## src/rtl/bcd_timer_pkg.sv

```systemverilog
// ============================================================================
// Module : bcd_timer_pkg
// Brief  : Shared FSM state encodings, BCD digit width and digit clamp helper
// Rev    : 1.0 - initial release
// ============================================================================
`default_nettype none

package bcd_timer_pkg;

    localparam int DIGIT_W = 4;

    localparam logic [1:0] ST_IDLE = 2'd0;
    localparam logic [1:0] ST_RUN  = 2'd1;
    localparam logic [1:0] ST_DONE = 2'd2;

    // Non-BCD nibbles (A..F) saturate to 9 so the counter never holds an illegal digit.
    function automatic logic [DIGIT_W-1:0] clamp_digit(input logic [DIGIT_W-1:0] d);
        return (d > 4'd9) ? 4'd9 : d;
    endfunction

endpackage

`default_nettype wire

```

## src/rtl/bcd_down_digit.sv

```systemverilog
// ============================================================================
// Module : bcd_down_digit
// Brief  : One BCD digit of a down counter: combinational decrement with borrow
// Rev    : 1.0 - initial release
// ============================================================================
`default_nettype none

module bcd_down_digit
    import bcd_timer_pkg::*;
(
    input  logic [DIGIT_W-1:0] i_value,
    input  logic               i_borrow_in,
    output logic               o_borrow_out,
    output logic [DIGIT_W-1:0] o_dec_value
);

    logic w_is_zero;

    assign w_is_zero    = (i_value == '0);
    assign o_borrow_out = i_borrow_in & w_is_zero;

    always_comb begin
        o_dec_value = i_value;
        if (i_borrow_in) begin
            o_dec_value = w_is_zero ? 4'd9 : (i_value - 4'd1);
        end
    end

endmodule

`default_nettype wire

```

## src/rtl/bcd_down_timer.sv

```systemverilog
// ============================================================================
// Module : bcd_down_timer
// Brief  : NDIG-digit BCD down timer with IDLE/RUN/DONE FSM and auto-reload
// Rev    : 1.0 - initial release
// ============================================================================
`default_nettype none

module bcd_down_timer
    import bcd_timer_pkg::*;
#(
    parameter int NDIG = 2
) (
    input  logic                    CLK,
    input  logic                    Reset,
    input  logic                    load,
    input  logic [DIGIT_W*NDIG-1:0] load_val,
    input  logic                    start,
    input  logic                    stop,
    input  logic                    en,
    input  logic                    auto_reload,
    output logic [DIGIT_W*NDIG-1:0] Q,
    output logic [1:0]              state,
    output logic                    tc,
    output logic                    done
);

    logic [1:0]              r_state;
    logic [1:0]              w_state_nxt;
    logic [DIGIT_W*NDIG-1:0] r_q;
    logic [DIGIT_W*NDIG-1:0] w_q_nxt;
    logic [DIGIT_W*NDIG-1:0] r_reload;
    logic [DIGIT_W*NDIG-1:0] w_reload_nxt;
    logic                    r_done;
    logic                    w_done_nxt;
    logic [DIGIT_W*NDIG-1:0] w_q_dec;
    logic [DIGIT_W*NDIG-1:0] w_load_clamped;
    logic [NDIG:0]           w_borrow;
    logic                    w_zero;

    // Decrement injects a borrow at digit 0; the borrow leaving the top digit
    // is therefore set exactly when every digit is zero.
    assign w_borrow[0] = 1'b1;
    assign w_zero      = w_borrow[NDIG];

    for (genvar i = 0; i < NDIG; i++) begin : g_digit
        bcd_down_digit u_digit (
            .i_value      (r_q[i*DIGIT_W +: DIGIT_W]),
            .i_borrow_in  (w_borrow[i]),
            .o_borrow_out (w_borrow[i+1]),
            .o_dec_value  (w_q_dec[i*DIGIT_W +: DIGIT_W])
        );
        assign w_load_clamped[i*DIGIT_W +: DIGIT_W] = clamp_digit(load_val[i*DIGIT_W +: DIGIT_W]);
    end

    always_ff @(posedge CLK or posedge Reset) begin
        if (Reset) begin
            r_state  <= ST_IDLE;
            r_q      <= '0;
            r_reload <= '0;
            r_done   <= 1'b0;
        end else begin
            r_state  <= w_state_nxt;
            r_q      <= w_q_nxt;
            r_reload <= w_reload_nxt;
            r_done   <= w_done_nxt;
        end
    end

    always_comb begin
        w_state_nxt  = r_state;
        w_q_nxt      = r_q;
        w_reload_nxt = r_reload;
        w_done_nxt   = 1'b0;
        if (load) begin
            w_q_nxt      = w_load_clamped;
            w_reload_nxt = w_load_clamped;
            if (r_state == ST_DONE) begin
                w_state_nxt = ST_IDLE;
            end
        end else begin
            case (r_state)
                ST_IDLE: begin
                    if (start && !w_zero) begin
                        w_state_nxt = ST_RUN;
                    end
                end
                ST_RUN: begin
                    if (stop) begin
                        w_state_nxt = ST_IDLE;
                    end else if (en) begin
                        if (w_zero) begin
                            w_done_nxt = 1'b1;
                            if (auto_reload) begin
                                w_q_nxt = r_reload;
                            end else begin
                                w_state_nxt = ST_DONE;
                            end
                        end else begin
                            w_q_nxt = w_q_dec;
                        end
                    end
                end
                ST_DONE: begin
                    if (start) begin
                        w_q_nxt     = r_reload;
                        w_state_nxt = ST_RUN;
                    end
                end
                default: begin
                    w_state_nxt = ST_IDLE;
                end
            endcase
        end
    end

    always_comb begin
        Q     = r_q;
        state = r_state;
        done  = r_done;
        tc    = w_zero;
    end

endmodule

`default_nettype wire
```

## config.mk

```make
export PLATFORM = sky130hd
export DESIGN_NAME = bcd_down_timer
export DESIGN_NICKNAME = d
export VERILOG_FILES = /design/src/rtl/bcd_timer_pkg.sv /design/src/rtl/bcd_down_digit.sv /design/src/rtl/bcd_down_timer.sv
export SDC_FILE = /design/constraint.sdc
export NUM_CORES = 1
export LEC_CHECK = 0
export CAP_MARGIN = 20
export CORE_MARGIN = 3
export CORE_UTILIZATION = 51
export CTS_CLUSTER_SIZE = 40
export DETAILED_ROUTE_END_ITERATION = 16
export PLACE_DENSITY = 0.81
export SLEW_MARGIN = 20
export SYNTH_ARGS = -nofsm -noshare
export SYNTH_HDL_FRONTEND = slang
export SYNTH_SLANG_ARGS = --single-unit
```

## constraint.sdc

```tcl
create_clock -name CLK -period 4.75 [get_ports CLK]
set_clock_uncertainty 0.1 [all_clocks]
set_input_delay 1.425 -clock CLK [delete_from_list [all_inputs] [get_ports CLK]]
set_output_delay 1.425 -clock CLK [all_outputs]
set_load 0.03 [all_outputs]
```

==> flow_summary_export.csv, run 1 <==
group,metric,value,unit
outcome,status,"completed",
floorplanning,coreArea,2060,um2
clocking,cts_root_buf,"clkbuf_4",
worst_setup_path,cp-start-kind,"flip-flop",
global_route,track_usage,22.5,%
synthesis,synth_compound_area_share,23.2,%
power,p_int,415,uW
power,power_switching_share,43.2,%
power,comb_power_share,52.1,%
clocking,cts_resized,0,
clocking,clk_latency,0.30,ns
worst_setup_path,cp.required,3.22,ns
synthesis,yosysWarnings,0,
clocking,clockBufferDepth,2,
worst_setup_path,slowest_stage,"clkdlybuf4s50_1",
floorplanning,row_count,16,
sta,fin_tns_setup,0,ns
synthesis,netlist_top_cells_area,"dfrtp_1 41%, mux2_4 3.9%, a311oi_4 2.3%",
clocking,clock-sinks,19,
synthesis,synth_top_area_share,40.9,%
clocking,postCtsSetupBuffers,0,
route,drt-vias-per-instance,6.16,
synthesis,synthMuxAreaShare,8.62,%
clocking,htreeDepth,1,
flow_run,cap_violations,0,
worst_setup_path,crit-reg2reg-launch,"Q[0]",
worst_setup_path,critical_path.max_fanout,9,
finish,regArea,475,um2
sta,hold_viol,0,
worst_setup_path,slowest_delay,0.68,ns
place,dpl.hpwl,2030,um
power,power_per_cell_area,495,nW/um2
global_route,grt_pass1_vias,1019,
route,first_iter_violations,52,
power,p_switching,315,uW
synthesis,yosys.area.top_type,"dfrtp_1",
worst_setup_path,arrival,2.26,ns
clocking,hold_buffers,0,
sta,fmax,0.264,GHz
route,drt-pass1-iter-count,4,
floorplanning,dieArea,2890,um2
sta,setup_viol,0,
floorplanning,die_w,53.7,um
finish,nets,157,
route,wl_per_cell,16.2,um
place,dp_worst_setup_slack,1.10,ns
worst_hold_path,hp-start,"r_reload[5]",
sta,holdWs,0.388,ns
synthesis,synth-adder-area-share,0,%
power,power,730,uW
synthesis,synth_cell_types,51,
worst_hold_path,hp-class,"flip-flop to flip-flop",
route,route.detailed.drc,0,
worst_setup_path,reg2regPathDepth,4,
power,pwr-share-seq,36.3,%
worst_setup_path,path_class,"flip-flop to primary output",
sta,post-route-period-util,79.7,%
finish,final_util,71.6,%
worst_setup_path,critPathCaptureType,"primary output",
sta,worst_slack,0.963,ns
synthesis,synth_edf_count,0,
place,place_congestion,0.867,
floorplanning,die_y,53.7,um
floorplanning,initial_core_util,56.3,%
power,p_leak,0.000622,uW
worst_setup_path,regToRegSetupSlack,2.48,ns
finish,n_antenna_cell,0,
sta,drv_slew,0,
synthesis,seq_area_frac_synth,40.9,%
global_route,gr-total-overflow,0,
sta,min_period,3.79,ns
place,portBuffers,26,
synthesis,yosys.area_share.simple,23.4,%
synthesis,synth_nets,128,
finish,fillers,155,
global_route,antenna_found_initial,0,
route,dr_total_vias,1035,
route,postRouteAntennaNets,0,
clocking,cts_buffers,3,
synthesis,ys_ff_latch,19,
synthesis,async_reset_ff_share,100,%
sta,tightest_slew,0.728,ns
finish,multi_input_area,649,um2
power,power_frac_clock,11.6,%
power,ir_worst_vdd,0.334,mV
worst_setup_path,r2r-end,"Q[5]",
synthesis,ys.flop_type,"dfrtp_1",
synthesis,syn_area_per_cell,10.3,um2
sta,maxSlewHeadroom,51.4,%
floorplanning,num_io_pins,27,
clocking,cts_tree,"yes",
synthesis,syn_area,1160,um2
synthesis,synth_top_family_by_area,"simple AND/OR/NAND/NOR gates",
sta,rsz0062_at_grt,"no",
global_route,grt_pass1_wl,4640,um
worst_setup_path,cp-endpoint,"tc",
synthesis,netlist_instances,113,
route,wirelength,2720,um
worst_setup_path,worstPathCellList,"nor4_1 -> nand2_1 -> inv_1 -> clkdlybuf4s50_1",
clocking,clkTransAtPathRegs,0.11,ns
synthesis,synth_xor_area_share,0.754,%
worst_setup_path,crit_start,"Q[4]",
finish,drive_gt1_share,15.6,%
global_route,grt_max_degree,24,
finish,syn_to_final_growth,27.2,%
==> state kept, by name, summed over array words and instances, names as in the netlist <==
| register | flops |
|---|---|
| Q | 8 |
| r_reload | 8 |
| state | 2 |
| done | 1 |
==> cells by family (layout without fill, tap and decap cells) <==
family	count (synthesis)	in the layout
AND/OR/NAND/NOR	42	42
AO/OA/AOI/OAI	34	34
flip-flops	19	19
buffers and inverters	9	37
multiplexers	8	8
XOR/XNOR	1	1
==> per-layer routing <==
| layer | track usage [%] | vias to the layer above | wire length [um] |
|---|---|---|---|
| li1 | - | 493 | - |
| met1 | 29.1 | 479 | 1240 |
| met2 | 35.3 | 51 | 1230 |
| met3 | 3.60 | 12 | 167 |
| met4 | 12.8 | 0 | 74 |
| met5 | 0 | - | 0 |
==> Yosys cell counts (2+ instances only) <==
cell type  count
mux2_2         2
nor2_1         6
o21ai_0        5
nor3_1         2
a21o_1         2
o21ai_1        3
mux2_4         3
a221oi_1       3
nor4_1         4
dfrtp_1       19
a21oi_1        5
o21a_1         2
o31ai_1        3
mux2_1         2
and3_1         3
or2_2          3
nor2b_1        3
inv_1          5
nand2_1        6
==> metrics by stage <==
| stage | cells | instance area [um2] |
|---|---|---|
| 5_1_grt | 168 | 1480 |
| 6_report | 168 | 1480 |
| 2_1_floorplan | 113 | 1160 |
| 3_3_place_gp | 164 | 1450 |
| 3_5_place_dp | 164 | 1450 |
| 4_1_cts | 168 | 1480 |
==> how the worst min path moves through the flow <==
stage                        to  slack (ns)  cells after the start
finish              r_reload[5]        0.39                      2
global route        r_reload[0]        0.43                      2
CTS                 r_reload[0]        0.39                      2
detailed placement  r_reload[0]        0.36                      2
global placement    r_reload[0]        0.36                      2
floorplan           r_reload[0]        0.34                      2
==> power groups by stage <==
| stage | clock [uW] | combinational (uW) | sequential, uW |
|---|---|---|---|
| after CTS | 84.4 | 379 | 264 |
| after detailed placement | 0 | 377 | 268 |
| final | 84.7 | 381 | 265 |
| after global routing | 87.9 | 408 | 275 |
| after floorplan | 0 | 194 | 320 |
| after global placement | 0 | 372 | 266 |
==> final cells by class <==
class	instances	area share, %
well taps	27	2.29
inverters	6	1.61
repair buffers	27	18.1
multi-input cells	85	44.0
flip-flops and latches	19	32.2
clock buffers	4	1.78
==> cell usage in the layout (no fill, tap or decap), types with 4 or more instances in the layout <==
cell              n
clkdlybuf4s50_1  26
nand2_1           6
o21ai_0           5
dfrtp_1          19
inv_1             5
nor4_1            4
a21oi_1           5
nor2_1            6
==> worst max-delay path, delay by kind of cell (launching register included) <==
| family | cells | cell delay (ns) |
|---|---|---|
| and+or+nand+nor | 2 | 0.68 |
| DFF | 1 | 0.48 |
| buffers and inverters | 2 | 0.80 |
(Power assumes the default switching activity.)
==> run 2, diff against run 1 <==
--- a/config.mk
+++ b/config.mk
@@ -7,10 +7,10 @@
 export LEC_CHECK = 0
 export CAP_MARGIN = 20
 export CORE_MARGIN = 3
-export CORE_UTILIZATION = 51
+export CORE_UTILIZATION = 49
 export CTS_CLUSTER_SIZE = 40
 export DETAILED_ROUTE_END_ITERATION = 16
-export PLACE_DENSITY = 0.81
+export PLACE_DENSITY = 0.79
 export SLEW_MARGIN = 20
 export SYNTH_ARGS = -nofsm -noshare
 export SYNTH_HDL_FRONTEND = slang
==> constraint.sdc (replaced) <==
create_clock -name CLK -period 3.5 [get_ports CLK]
set_clock_uncertainty 0.1 [all_clocks]
set_input_delay 1.05 -clock CLK [delete_from_list [all_inputs] [get_ports CLK]]
set_output_delay 1.05 -clock CLK [all_outputs]
set_load 0.03 [all_outputs]
==> run 2 against run 1 <==
Die area grew 3.6%. Critical path type unchanged. Critical endpoint unchanged. Critical path depth did not move. Global-route usage shrank 1.6 points. Design area grew 0.51%.
==> flow_summary_export.csv, run 2 (synthesis gave the netlist of run 1 again) <==
group,metric,value,unit
outcome,status,"completed",
sta,setup_viol,0,
sta,hold_viol,0,
route,route.detailed.drc,0,
route,drt-vias-per-instance,6.11,
clocking,clk_latency,0.29,ns
sta,fmax,0.301,GHz
place,place_congestion,0.918,
floorplanning,num_io_pins,27,
place,dpl.hpwl,2050,um
route,drt-pass1-iter-count,4,
sta,post-route-period-util,94.8,%
floorplanning,dieArea,2990,um2
global_route,grt_pass1_wl,4520,um
clocking,clock-sinks,19,
place,dp_worst_setup_slack,0.381,ns
worst_setup_path,crit_family,"buffers and inverters",
power,ir_worst_vdd,0.418,mV
global_route,track_usage,20.9,%
worst_setup_path,critical_path.max_fanout,6,
floorplanning,die_y,54.7,um
floorplanning,die_w,54.7,um
clocking,clkTransAtPathRegs,0.11,ns
sta,min_period,3.32,ns
sta,worst_slack,0.180,ns
worst_setup_path,critPathCaptureType,"primary output",
worst_setup_path,slowest_delay,0.68,ns
route,wirelength,2700,um
power,power_per_cell_area,667,nW/um2
route,wl_per_cell,16.0,um
finish,drive_gt1_share,16.3,%
clocking,postCtsSetupBuffers,0,
worst_hold_path,hp-class,"flip-flop to flip-flop",
global_route,gr-usage-met3,3.81,%
route,postRouteAntennaNets,0,
sta,tightest_slew,0.712,ns
finish,n_antenna_cell,0,
sta,fin_tns_setup,0,ns
clocking,cts_tree,"yes",
finish,final_common_cell,"clkdlybuf4s50_1",
global_route,busiest_layer,"met2",
worst_setup_path,path_class,"flip-flop to primary output",
worst_setup_path,worstPathCellList,"nor4_2 -> nand2_1 -> inv_1 -> clkdlybuf4s50_1",
global_route,antenna_found_initial,0,
worst_setup_path,slowest_stage,"clkdlybuf4s50_1",
clocking,cts_buffers,3,
sta,rsz0062_at_grt,"no",
global_route,gr-total-overflow,0,
global_route,grt_use_met1,29.7,%
floorplanning,coreArea,2230,um2
place,portBuffers,26,
floorplanning,row_count,17,
flow_run,cap_violations,0,
route,dr_total_vias,1032,
floorplanning,initial_core_util,52.0,%
power,p_leak,0.000623,uW
worst_setup_path,arrival,2.17,ns
finish,layout_common_cells,"26 x clkdlybuf4s50_1, 19 x dfrtp_1, 6 x nand2_1, 6 x nor2_1",
route,first_iter_violations,14,
clocking,cts_root_buf,"clkbuf_4",
sta,maxSlewHeadroom,52.5,%
global_route,grt_max_degree,22,
finish,nets,157,
worst_setup_path,cp.required,2.35,ns
finish,syn_to_final_growth,27.8,%
global_route,gr-usage-met2,31.3,%
finish,fillers,185,
global_route,grt_pass1_vias,994,
sta,drv_slew,0,
clocking,htreeDepth,1,
clocking,clockBufferDepth,2,
worst_setup_path,critPathBufInv,2,
worst_setup_path,cp-start-kind,"flip-flop",
[run 2: cell types whose count changed in the layout (fill, tap and decap cells not counted)]
cell and delta:
nor4_2 +1, nor4_1 -1
[run 2: worst reg2reg max path, delay by kind of cell, from the launching register on]
kind	cells	cell delay [ns]
compound gates	1	0.14
flops	1	0.45
mux	1	0.33
simple gates	2	1.08
[run 2: final timing paths]
kind	start	end	slack, ns	depth (start not counted)
min in group asynchronous	Reset	Q[3]	1.07	2
worst min register to register	r_reload[0]	r_reload[0]	0.40	2
worst max register to register	Q[0]	Q[4]	1.29	4
max in group asynchronous	Reset	state[0]	1.78	2
worst min-delay path	r_reload[0]	r_reload[0]	0.40	2
worst max-delay path	Q[7]	tc	0.18	4
[run 2: routing by layer]
metal | wire length [um] | share of wire (%) | up-vias
li1 | - | - | 493
met1 | 1270 | 47 | 501
met2 | 1280 | 47 | 32
met3 | 124 | 4.6 | 6
met4 | 27 | 1.0 | 0
met5 | 0 | 0 | -
[run 2: power breakdown]
group          switching (uW)  total, uW  internal (uW)  leakage (uW)
combinational             268        513            245      0.000372
sequential               93.8        369            275      0.000236
clock                    63.0        107           44.2     0.0000150
[run 2: repair_timing]
item,in CTS,in global routing
gates resized for setup,0,1
hold buffers,0,0
endpoints found under the setup margin,0,1
[run 2: area by class of cell]
cell class	instances	area, um2	share of cell area, %
multi-input cells	85	656	44.2
well taps	28	35.0	2.36
flip-flops and latches	19	475	32.0
clock buffers	4	26.3	1.77
repair buffers	27	268	18.0
inverters	6	23.8	1.60
[run 2: through the flow]
stage	instance area [um2]	total power, uW	hold WS [ns]	utilization [%]	instances
after CTS	1480	986	0.405	66.2	169
after detailed placement	1450	876	0.379	65.0	165
final	1480	989	0.397	66.4	169
after global placement	1450	867	0.366	65.0	165
after floorplan	1160	697	0.339	-	113
after global routing	1480	1060	0.439	66.4	169
==> run 3, diff against run 2 <==
--- a/config.mk
+++ b/config.mk
@@ -8,7 +8,7 @@
 export CAP_MARGIN = 20
 export CORE_MARGIN = 3
 export CORE_UTILIZATION = 49
-export CTS_CLUSTER_SIZE = 40
+export CTS_CLUSTER_SIZE = 10
 export DETAILED_ROUTE_END_ITERATION = 16
 export PLACE_DENSITY = 0.79
 export SLEW_MARGIN = 20
==> results of run 3 <==
The final DEF is identical to that of run 2; final timing and power are the same.
